==> config.mk <==
export PLATFORM = sky130hd
export DESIGN_NAME = bullet_pool_ctrl
export DESIGN_NICKNAME = d
export VERILOG_FILES = /design/src/rtl/bullet_pkg.sv /design/src/rtl/rr_slot_picker.sv /design/src/rtl/bullet_pool_ctrl.sv
export SDC_FILE = /design/constraint.sdc
export NUM_CORES = 1
export LEC_CHECK = 0
export CAP_MARGIN = 20
export CORE_MARGIN = 2
export CORE_UTILIZATION = 47
export DETAILED_ROUTE_END_ITERATION = 6
export PLACE_DENSITY = 0.85
export SLEW_MARGIN = 20
export SYNTH_ARGS = -nofsm -noshare
export SYNTH_HDL_FRONTEND = slang
export SYNTH_SLANG_ARGS = --single-unit
==> constraint.sdc <==
create_clock -name i_frame_clk -period 5.7 [get_ports i_frame_clk]
set_clock_uncertainty 0.1 [all_clocks]
set_input_delay 1.425 -clock i_frame_clk [delete_from_list [all_inputs] [get_ports i_frame_clk]]
set_output_delay 1.425 -clock i_frame_clk [all_outputs]
set_load 0.02 [all_outputs]
==> src/rtl/bullet_pkg.sv <==
// Shared constants and types for the bullet pool scheduler and the bullet instances.
package bullet_pkg;

    // Keyboard scan code of the space bar
    localparam logic [7:0] SPACE_KEYCODE = 8'h2c;

    // Default pool size
    localparam int unsigned N_BULLETS_DEFAULT = 4;

    // Screen limits shared with the bullet instances
    localparam logic [9:0] SCREEN_X_MIN = 10'd0;
    localparam logic [9:0] SCREEN_X_MAX = 10'd639;
    localparam logic [9:0] SCREEN_Y_MIN = 10'd0;
    localparam logic [9:0] SCREEN_Y_MAX = 10'd479;

    // Fire scheduler states
    typedef enum logic [1:0] {
        OFF   = 2'd0,
        READY = 2'd1,
        COOL  = 2'd2
    } fire_state_t;

endpackage

==> src/rtl/rr_slot_picker.sv <==
// Round-robin free-slot picker: grants the first free slot at or after the pointer, wrapping.
module rr_slot_picker #(
    parameter int unsigned N  = 4,
    parameter int unsigned PW = 2
) (
    input  logic [N-1:0]  i_free,
    input  logic [PW-1:0] i_ptr,
    output logic [N-1:0]  o_grant,
    output logic          o_found
);

    // Walk offsets from farthest to nearest so the nearest free slot is the last one written
    always_comb begin
        o_grant = '0;
        o_found = 1'b0;
        for (int off = int'(N) - 1; off >= 0; off--) begin
            for (int i = 0; i < int'(N); i++) begin
                if ((i == ((int'(i_ptr) + off) % int'(N))) && i_free[i]) begin
                    o_grant    = '0;
                    o_grant[i] = 1'b1;
                    o_found    = 1'b1;
                end
            end
        end
    end

endmodule

==> src/rtl/bullet_pool_ctrl.sv <==
// Frame-rate bullet pool scheduler: space-key decode, fire cooldown, round-robin slot launch
// and in-flight tracking. Optional macro BULLET_AUTOFIRE_EN makes a held space key re-fire
// every COOLDOWN+1 frames instead of once per press.
module bullet_pool_ctrl
    import bullet_pkg::*;
#(
    parameter int unsigned N_BULLETS = N_BULLETS_DEFAULT,
    parameter int unsigned COOLDOWN  = 6,
    parameter int unsigned MUZZLE_DY = 4
) (
    input  logic                           i_frame_clk,
    input  logic                           i_reset,
    input  logic                           i_game_over,
    input  logic                           i_start_screen,
    input  logic [24:0]                    i_space_key,
    input  logic [9:0]                     i_ship_x,
    input  logic [9:0]                     i_ship_y,
    input  logic [N_BULLETS-1:0]           i_slot_done,
    output logic [N_BULLETS-1:0]           o_fire,
    output logic [9:0]                     o_fire_x,
    output logic [9:0]                     o_fire_y,
    output logic [N_BULLETS-1:0]           o_slot_busy,
    output logic [$clog2(N_BULLETS+1)-1:0] o_busy_count,
    output logic                           o_ready
);

    localparam int unsigned PW = (N_BULLETS > 1) ? $clog2(N_BULLETS) : 1;
    localparam int unsigned CW = $clog2(N_BULLETS + 1);
    localparam logic [9:0]  DY = 10'(MUZZLE_DY);

    fire_state_t     r_state, w_state_nxt;
    logic [3:0]      r_cnt, w_cnt_nxt;
    logic [PW-1:0]   r_ptr, w_ptr_nxt;
    logic            r_space_prev;
    logic [N_BULLETS-1:0] r_fire;
    logic [9:0]      r_fire_x, r_fire_y;
    logic [N_BULLETS-1:0] r_slot_busy, w_busy_nxt;
    logic [CW-1:0]   r_busy_count, w_count_nxt;

    logic            w_off;
    logic            w_space_pressed;
    logic            w_trigger;
    logic            w_launch;
    logic [N_BULLETS-1:0] w_grant;
    logic            w_found;
    logic [PW-1:0]   w_grant_idx;
    logic [9:0]      w_launch_y;
    logic            w_unused_key_msb;

    assign w_unused_key_msb = i_space_key[24];

    assign w_off = i_game_over | i_start_screen;

    assign w_space_pressed = (i_space_key[7:0]   == SPACE_KEYCODE) |
                             (i_space_key[15:8]  == SPACE_KEYCODE) |
                             (i_space_key[23:16] == SPACE_KEYCODE);

`ifdef BULLET_AUTOFIRE_EN
    assign w_trigger = w_space_pressed;
`else
    assign w_trigger = w_space_pressed & ~r_space_prev;
`endif

    // Free mask is the registered busy state, so a slot released this edge waits one frame
    rr_slot_picker #(
        .N  (N_BULLETS),
        .PW (PW)
    ) u_picker (
        .i_free  (~r_slot_busy),
        .i_ptr   (r_ptr),
        .o_grant (w_grant),
        .o_found (w_found)
    );

    assign w_launch = (r_state == READY) & ~w_off & w_trigger & w_found;

    assign w_launch_y = (i_ship_y >= DY) ? (i_ship_y - DY) : 10'd0;

    // Grant index, pointer advance, busy mask and population count
    always_comb begin
        w_grant_idx = '0;
        for (int i = 0; i < int'(N_BULLETS); i++) begin
            if (w_grant[i]) begin
                w_grant_idx = PW'(i);
            end
        end
        w_ptr_nxt = r_ptr;
        if (w_launch) begin
            w_ptr_nxt = (w_grant_idx == PW'(N_BULLETS - 1)) ? '0 : w_grant_idx + 1'b1;
        end
        if (w_off) begin
            w_busy_nxt = '0;
        end else begin
            w_busy_nxt = (r_slot_busy & ~i_slot_done) | (w_launch ? w_grant : '0);
        end
        w_count_nxt = '0;
        for (int i = 0; i < int'(N_BULLETS); i++) begin
            w_count_nxt = w_count_nxt + CW'(w_busy_nxt[i]);
        end
    end

    // FSM next state and cooldown counter
    always_comb begin
        w_state_nxt = r_state;
        w_cnt_nxt   = r_cnt;
        if (w_off) begin
            w_state_nxt = OFF;
            w_cnt_nxt   = 4'd0;
        end else begin
            unique case (r_state)
                OFF:   w_state_nxt = READY;
                READY: begin
                    if (w_launch) begin
                        w_state_nxt = COOL;
                        w_cnt_nxt   = 4'(COOLDOWN - 1);
                    end
                end
                COOL: begin
                    if (r_cnt == 4'd0) begin
                        w_state_nxt = READY;
                    end else begin
                        w_cnt_nxt = r_cnt - 4'd1;
                    end
                end
                default: begin
                    w_state_nxt = OFF;
                    w_cnt_nxt   = 4'd0;
                end
            endcase
        end
    end

    // State registers; a key already held when play starts counts as a fresh press
    always_ff @(posedge i_frame_clk or posedge i_reset) begin
        if (i_reset) begin
            r_state      <= OFF;
            r_cnt        <= 4'd0;
            r_ptr        <= '0;
            r_space_prev <= 1'b0;
            r_fire       <= '0;
            r_fire_x     <= 10'd0;
            r_fire_y     <= 10'd0;
            r_slot_busy  <= '0;
            r_busy_count <= '0;
        end else begin
            r_state      <= w_state_nxt;
            r_cnt        <= w_cnt_nxt;
            r_ptr        <= w_ptr_nxt;
            r_space_prev <= (w_off || r_state == OFF) ? 1'b0 : w_space_pressed;
            r_fire       <= w_launch ? w_grant : '0;
            r_slot_busy  <= w_busy_nxt;
            r_busy_count <= w_count_nxt;
            if (w_launch) begin
                r_fire_x <= i_ship_x;
                r_fire_y <= w_launch_y;
            end
        end
    end

    assign o_fire       = r_fire;
    assign o_fire_x     = r_fire_x;
    assign o_fire_y     = r_fire_y;
    assign o_slot_busy  = r_slot_busy;
    assign o_busy_count = r_busy_count;
    assign o_ready      = (r_state == READY);

endmodule

**Word level (Yosys, flattened, before mapping)**

Cells that the tools add are included.

- RAM bits: 0
- Memory bits (read-only): 0
- Latch bits: 0
- Register bits: 40
- Memories kept: 0

- Mux-type cells: 48
- Add/sub/neg operators: 9
- Div/mod/pow operators: 0
- Reductions and logical operators: 28
- Equal/unequal tests: 22
- Order comparisons: 1
- Bitwise logic cells: 16
- $mul: 0
- Shift operators: 0

Operators by type and width:

| kind | number |
|---|---|
| zero test 32 bit | 4 |
| two-way mux 4 bit | 18 |
| == test 8 x 6 -> 1 bit (second input constant) | 3 |
| two-way mux 1 bit | 19 |
| == test 3 bit (first input constant) | 6 |
| logical AND 1 bit | 16 |
| two-way mux 2 bit | 7 |
| one-hot mux 4 bit (3 select lines) | 1 |
| >= comparator 10 x 3 -> 1 bit (second input constant) | 1 |
| two-way mux 10 bit | 1 |
| subtractor 10 x 3 -> 10 bit (second input constant) | 1 |
| == test 2 x 3 -> 1 bit (first input constant) | 3 |
| NOT 4 bit | 2 |
| != test 3 bit (second input constant) | 2 |
| one-hot mux 2 bit (3 select lines) | 1 |
| OR reduction 2 bit | 3 |
| adder 2 x 1 -> 2 bit (second input constant) | 2 |
| adder 2 bit (second input constant) | 2 |
| bitwise AND 1 bit | 4 |
| bitwise AND 4 bit | 1 |
| == test 2 bit (first input constant) | 2 |
| == test 2 bit (second input constant) | 2 |
| zero test 4 bit | 1 |
| OR 4 bit | 1 |
| 16 further kinds | 21 |

**Depth between registers and ports, before layout**

Gate-level depths: netlist of run 1.

- Word-level depth: 28
- Mapped depth: 10
- Depth with buffers taken out: 9

**Modules after synthesis**

A second synthesis of run 1 with hierarchy kept.

- Cells, all modules: 199
- Area total of the unflattened synthesis: 2,109.5 um2

Modules (own cells, without submodules):

| module | area each (um2) | cells each | times used |
|---|---|---|---|
| bullet_pool_ctrl | 2,010.7 | 182 | 1 |
| rr_slot_picker | 98.8 | 17 | 1 |

**Least setup slack after synthesis of run 1**

OpenSTA, ideal clock, no wires.

- Path type: input to register
- Start point: input port i_space_key[12]
- End point: register r_busy_count[1], in the netlist o_busy_count[1]
- Slack: 1,994 ps
- Stages: 10
- Setup time: 126 ps
- Arrival time: 3,480 ps
- Cells stage by stage: nor4b_1 > nand4_1 > and3_4 > buf_6 > nor3_1 > o21ai_0 > fa_1 > inv_1 > ha_1 > ha_1

- Cells in the longest elaborated chain, start to end: 12

Ends and longest elaborated chain:

| element | line | RTL |
|---|---|---|
| start: declaration | bullet_pool_ctrl.sv:15 | `input logic [24:0] i_space_key,` |
| == test 8 x 6 -> 1 bit (*) | bullet_pool_ctrl.sv:55 | `(i_space_key[15:8] == SPACE_KEYCODE) \|` |
| OR 1 bit (*) | bullet_pool_ctrl.sv:54 | `assign w_space_pressed = (i_space_key[7:0] == SPACE_KEYCODE) \|` |
| OR 1 bit (*) | bullet_pool_ctrl.sv:55 |  |
| bitwise AND 1 bit (*) | bullet_pool_ctrl.sv:61 | `assign w_trigger = w_space_pressed & ~r_space_prev;` |
| bitwise AND 1 bit (*) (2 in series) | bullet_pool_ctrl.sv:75 | `assign w_launch = (r_state == READY) & ~w_off & w_trigger & w_found;` |
| two-way mux 4 bit (*) | bullet_pool_ctrl.sv:94 | `w_busy_nxt = (r_slot_busy & ~i_slot_done) \| (w_launch ? w_grant : '0);` |
| OR 4 bit (*) | bullet_pool_ctrl.sv:94 |  |
| two-way mux 4 bit (*) | bullet_pool_ctrl.sv:91 | `if (w_off) begin` |
| adder 1 x 1 -> 2 bit | bullet_pool_ctrl.sv:98 | `w_count_nxt = w_count_nxt + CW'(w_busy_nxt[i]);` |
| adder 2 x 1 -> 3 bit | bullet_pool_ctrl.sv:98 |  |
| adder 3 x 1 -> 3 bit (*) | bullet_pool_ctrl.sv:98 |  |
| net w_count_nxt[1] | bullet_pool_ctrl.sv:38 | `logic [CW-1:0] r_busy_count, w_count_nxt;` |
| end signal: assignment | bullet_pool_ctrl.sv:152 | `r_busy_count <= w_count_nxt;` |
| end: declaration | bullet_pool_ctrl.sv:38 |  |

Mark *: on every way through the listed nets, which the timed path passes. The rest lies on a longest branch.
A chain may end at the register's enable or synchronous reset.

**Worst setup path in the final report of run 1**

Ends and elaborated chain as after synthesis.

==> impl_metrics.py, run 1 <==
metrics = {
    "status": {
        "status": "complete, no violations",
    },
    "power_and_ir_drop": {
        "power.ir.vdd_worst_mv": 0.119,
        "leakagePower_nw": 1.40,
        "pwr_density_cell_nw_per_um2": 190,
    },
    "placed_design": {
        "port_buffers": 83,
        "gp_routability_congestion": 0.837,
        "place.detailed.hpwl_um": 3770,
        "place_area_um2": 3100,
    },
    "clocking": {
        "cts_max_level": 2,
        "cts.repair.resized": 0,
        "clk_pin_slew_worst_setup_hold_paths_ps": 80,
        "clock_latency_ps": 290,
        "clock_root_buffer_master": "clkbuf_8",
        "cts_made_buffers": 5,
        "cts.hold.buffers_added": 0,
        "cts_tree": "built",
        "cts-root-to-sink-buffers": 2,
        "numClockSinks": 40,
        "postCtsSetupRepairBufs": 0,
    },
    "final_layout": {
        "area_growth_pct": 44.1,
        "drive_gt1_share_pct": 10.3,
        "antenna_cells_inserted": 0,
        "finalNetCount": 363,
        "layout.filler_cells": 348,
        "final_cell_mix": "83 x clkdlybuf4s50_1, 40 x dfrtp_1, 22 x nand2_1",
        "final_cell_area_um2": 3210,
        "mostFrequentLayoutCell": "clkdlybuf4s50_1",
    },
    "sta": {
        "grt_setup_unrepaired": "false",
        "fin_crit_ps": 4100,
        "fmax_ghz": 0.244,
        "finalMaxSlewViolations": 0,
        "final-hold-violation-count": 0,
        "worst_slew_margin_rel_pct": 48.2,
        "totalNegativeSetupSlack_ps": 0,
        "finalSetupViolCount": 0,
        "slew_worst_pin_ps": 773,
        "finalCritPeriodShare_pct": 72.0,
    },
    "yosys": {
        "synth_area_um2": 2230,
        "synthesized_netlist_cell_count": 214,
        "yosysWarningCount": 0,
        "syn_avg_cell_area_um2": 10.4,
        "synth.yosys.seq_area_share_pct": 44.9,
        "synth.ff_latch_count": 40,
        "synth-edff-count": 0,
        "most_used_dff_post_synth": "dfrtp_1",
        "syn_nets": 278,
        "synth_cell_type_count": 49,
        "yosys-top-cells-area": "dfrtp_1 45%, ha_1 5.6%, mux2_4 5.4%",
        "post-synth-top-area-cell": "dfrtp_1",
        "async_reset_ff_share_pct": 100,
        "synth_top_area_share_pct": 44.9,
    },
    "drt": {
        "wire_per_inst_um": 14.1,
        "detail_route.iter0.violations": 120,
        "drtPass1Iterations": 4,
        "postRouteAntennaNets": 0,
        "post_drt_via_cell_ratio": 5.37,
        "detailroute.via_count": 1900,
        "drc_errors": 0,
        "detail_route.wirelength_um": 4980,
    },
    "floorplan": {
        "floorplan.initialDensity_pct": 47.8,
        "placeableCoreArea_um2": 4660,
        "chipHeight_um": 72.9,
        "die-width_um": 72.9,
        "rows": 25,
        "io_pins": 85,
        "fp.dieArea_um2": 5310,
    },
    "grt": {
        "grt_pass1_vias": 1924,
        "wire_length_of_the_first_global_routing_pass_um": 8340,
        "number_of_antenna_violations_at_the_first_check_in_global_routing": 0,
        "grt.total_usage_pct": 19.9,
        "globalRouteOverflowTotal": 0,
        "pin_count_of_the_biggest_net_entering_global_routing": 41,
    },
    "flow_run": {
        "max_cap_viol": 0,
    },
    "worst_setup_path": {
        "timing.critical_path.required_ps": 5780,
        "critPathCaptureType": "flip-flop",
        "criticalPathCategory": "input pin to flip-flop",
        "worst_ep_arrival_time_ps": 4180,
        "cp_max_fo": 11,
        "setup.worst_path.start_class": "input pin",
        "worst-r2r-setup-slack_ps": 2880,
    },
    "hold_path": {
        "worst_hold_path_type": "flip-flop to flip-flop",
    },
}
-- where the power goes --
group          internal (mW)  leakage, nW  switching, mW  total (mW)
combinational         0.0486        0.796         0.0330      0.0816
clock                  0.132       0.0548          0.105       0.237
sequential             0.287        0.552        0.00280       0.290
-- metal layers --
metal	vias up	global-route usage (%)	part of all wire, %
li1	932	-	-
met1	906	24.2	41
met2	53	33.8	52
met3	9	4.97	5.1
met4	0	7.61	1.4
met5	-	0	0
-- final timing paths --
| kind | cells after the start | from | end |
|---|---|---|---|
| max | 10 | i_space_key[12] | o_busy_count[1] |
| max reg2reg | 8 | o_slot_busy[0] | o_busy_count[1] |
| min in group asynchronous | 3 | i_reset | o_fire_y[6] |
| max in group asynchronous | 3 | i_reset | o_fire[2] |
| min reg2reg | 2 | o_fire_y[7] | o_fire_y[7] |
| min | 2 | o_fire_y[7] | o_fire_y[7] |
-- sequential cells by signal, summed over array words and instances, names as in the netlist --
register      cells
o_fire            4
o_fire_y         10
o_fire_x         10
o_slot_busy       4
r_state           2
o_busy_count      3
r_ptr             2
r_cnt             4
r_space_prev      1
-- logic make-up after synthesis --
kind of cell / Yosys count / share of synthesized area [%]
XOR/XNOR: 3 / 1.18
AO/OA/AOI/OAI: 50 / 16.4
buffers and inverters: 20 / 4.10
multiplexers: 14 / 8.37
adder cells (fa/ha/maj): 11 / 6.51
AND/OR/NAND/NOR: 76 / 18.5
flip-flops: 40 / 44.9
-- cells in the mapped netlist (3+ instances only) --
cell type / instances
nand4_1: 4
nor2_1: 14
mux2_4: 8
dfrtp_1: 40
a21oi_1: 9
mux2_1: 3
clkbuf_1: 3
nor3_1: 11
ha_1: 10
o31ai_1: 6
nor3b_1: 3
nor2b_1: 6
nand2b_1: 3
inv_1: 14
nand2_1: 22
o21a_1: 3
o21ai_0: 13
-- worst max-delay path: stages --
cell	delay [ps]
clkdlybuf4s50_1	400
nor4b_1	370
nand4_1	200
and3_4	250
nor3_1	290
o21ai_0	170
fa_1	580
inv_1	50
ha_1	170
ha_1	270
-- through the flow --
step	hold WS (ps)	util [%]	setup WS [ps]	cells	total power, mW
after global placement	360	66.4	1320	346	0.376
after detailed placement	374	66.4	1240	346	0.378
after CTS	393	68.9	1570	354	0.616
final	387	68.9	1600	354	0.609
after global routing	406	68.9	1320	354	0.632
after floorplan	381	-	1990	214	0.327
-- area by class of cell --
cell class                 count  area, um^2  area share [%]
clock buffer                   5        68.8            2.14
clock inverter                 3        46.3            1.44
inverter                      14        52.6            1.64
multi-input combinational    154        1140            35.4
sequential                    40        1000            31.2
tap                           54        67.6            2.10
timing repair buffer          84         838            26.1
(Power assumes the default switching activity.)
==> run 2, diff against run 1 <==
- CORE_UTILIZATION: 47 -> 40
- PLACE_DENSITY: 0.85 -> 0.77
- clock period: 5.7 -> 3.6 ns (I/O delays scaled with it)
==> impl_metrics.py, run 2 (synthesis gave the netlist of run 1 again) <==
metrics = {
    "status": {
        "status": "complete, no violations",
    },
    "floorplan": {
        "chipHeight_um": 78.6,
        "rows": 27,
        "die-width_um": 78.6,
        "placeableCoreArea_um2": 5440,
        "io_pins": 85,
        "floorplan.initialDensity_pct": 41.0,
        "fp.dieArea_um2": 6180,
    },
    "final_layout": {
        "final_cell_mix": "83 x clkdlybuf4s50_1, 40 x dfrtp_1, 22 x nand2_1",
        "drive_gt1_share_pct": 10.9,
        "final_cell_area_um2": 3230,
        "area_growth_pct": 45.1,
        "antenna_cells_inserted": 0,
        "mostFrequentLayoutCell": "clkdlybuf4s50_1",
        "finalNetCount": 366,
    },
    "worst_setup_path": {
        "critical_path.startpoint": "i_space_key[4]",
        "critical-path-top-delay-family": "adder cells",
        "path_buf_inv": 2,
        "reg2reg_from": "o_slot_busy[3]",
        "setup.worst_path.start_class": "input pin",
        "worst_ep_arrival_time_ps": 3390,
        "critPathCaptureType": "flip-flop",
        "timing.critical_path.cells": "clkdlybuf4s50_1 > nor4b_2 > nand4_1 > and3_4 > nor3_1 > o21ai_0 > fa_1 > inv_1 > ha_1 > ha_1",
        "slowest_cell_on_the_critical_path": "fa_1",
        "critical-path-top-cell-by-count": "ha_1",
        "criticalPathCategory": "input pin to flip-flop",
        "cp_max_fo": 4,
        "timing.critical_path.required_ps": 3680,
        "max_stage_delay_ps": 570,
    },
    "placed_design": {
        "place.detailed.hpwl_um": 3700,
        "gp_routability_congestion": 0.867,
        "port_buffers": 83,
        "place_area_um2": 3140,
    },
    "sta": {
        "worst_slew_margin_rel_pct": 59.7,
        "slew_worst_pin_ps": 605,
        "finalSetupViolCount": 0,
        "finalMaxSlewViolations": 0,
        "grt_setup_unrepaired": "false",
        "finalCritPeriodShare_pct": 92.0,
        "final-hold-violation-count": 0,
        "fin_crit_ps": 3310,
        "fmax_ghz": 0.302,
    },
    "hold_path": {
        "worst_hold_path_type": "flip-flop to flip-flop",
        "min_from": "o_fire_y[0]",
    },
    "power_and_ir_drop": {
        "post-layout-total-power_mw": 0.901,
        "power.ir.vdd_worst_mv": 0.139,
        "pwr_density_cell_nw_per_um2": 278,
        "leakagePower_nw": 1.41,
    },
    "grt": {
        "number_of_antenna_violations_at_the_first_check_in_global_routing": 0,
        "pin_count_of_the_biggest_net_entering_global_routing": 41,
        "globalRouteOverflowTotal": 0,
        "grt.total_usage_pct": 16.7,
        "grt_pass1_vias": 1864,
        "wire_length_of_the_first_global_routing_pass_um": 8200,
    },
    "clocking": {
        "cts_tree": "built",
        "cts-root-to-sink-buffers": 2,
        "cts.hold.buffers_added": 0,
        "clock_root_buffer_master": "clkbuf_8",
        "cts.repair.resized": 0,
        "cts_max_level": 2,
        "postCtsSetupRepairBufs": 0,
        "numClockSinks": 40,
        "cts_made_buffers": 5,
        "clock_latency_ps": 290,
        "clk_pin_slew_worst_setup_hold_paths_ps": 80,
    },
    "drt": {
        "detail_route.iter0.violations": 61,
        "drc_errors": 0,
        "wire_per_inst_um": 12.8,
        "post_drt_via_cell_ratio": 5.05,
        "drtPass1Iterations": 6,
        "postRouteAntennaNets": 0,
        "detailroute.via_count": 1895,
        "detail_route.wirelength_um": 4780,
    },
    "flow_run": {
        "max_cap_viol": 0,
    },
}
## run 2: through the flow
step                setup TNS, ps  setup WS (ps)  instances  hold slack, ps  utilization [%]
finish                          0            288        375             380             59.5
global route                    0            106        375             427             59.5
CTS                             0            250        375             390             59.5
detailed placement          -47.8          -47.8        367             373             57.7
global placement            -27.5          -27.5        367             363             57.7
floorplan                       0            419        214             381                -
## run 2: layer usage
| layer | part of all wire, % | vias up | GRT usage [%] |
|---|---|---|---|
| met5 | 0 | - | 0 |
| met4 | 1.4 | 0 | 5.44 |
| met3 | 7.4 | 7 | 5.40 |
| met2 | 49 | 70 | 28.5 |
| met1 | 42 | 881 | 19.7 |
| li1 | - | 937 | - |
## run 2: worst paths after layout
| path | end | slack [ps] | depth (start not counted) |
|---|---|---|---|
| max in group asynchronous | o_busy_count[0] | 2120 | 3 |
| min in group asynchronous | r_ptr[1] | 940 | 3 |
| hold reg to reg | o_fire_y[0] | 380 | 2 |
| setup reg to reg | o_busy_count[1] | 930 | 8 |
| hold / removal | o_fire_y[0] | 380 | 2 |
| setup / recovery | o_busy_count[1] | 290 | 10 |
## run 2: worst min-delay path, cell delays in order (launching register included)
cell and delay (ps):
dfrtp_1 350, nand2_1 40, o21ai_0 60
## run 2: area by class of cell
cell class | count | area [um^2]
timing repair buffer | 87 | 861
clock inverter | 1 | 7.51
multi-input combinational | 154 | 1140
sequential | 40 | 1000
tap | 72 | 90.1
inverter | 14 | 52.6
fill | 479 | 2200
clock buffer | 7 | 86.3
## run 2: power breakdown
part	switching, mW	leakage, nW	internal [mW]
clock network	0.156	0.0445	0.156
registers	0.00458	0.552	0.455
logic	0.0515	0.811	0.0777
total	0.212	1.41	0.688
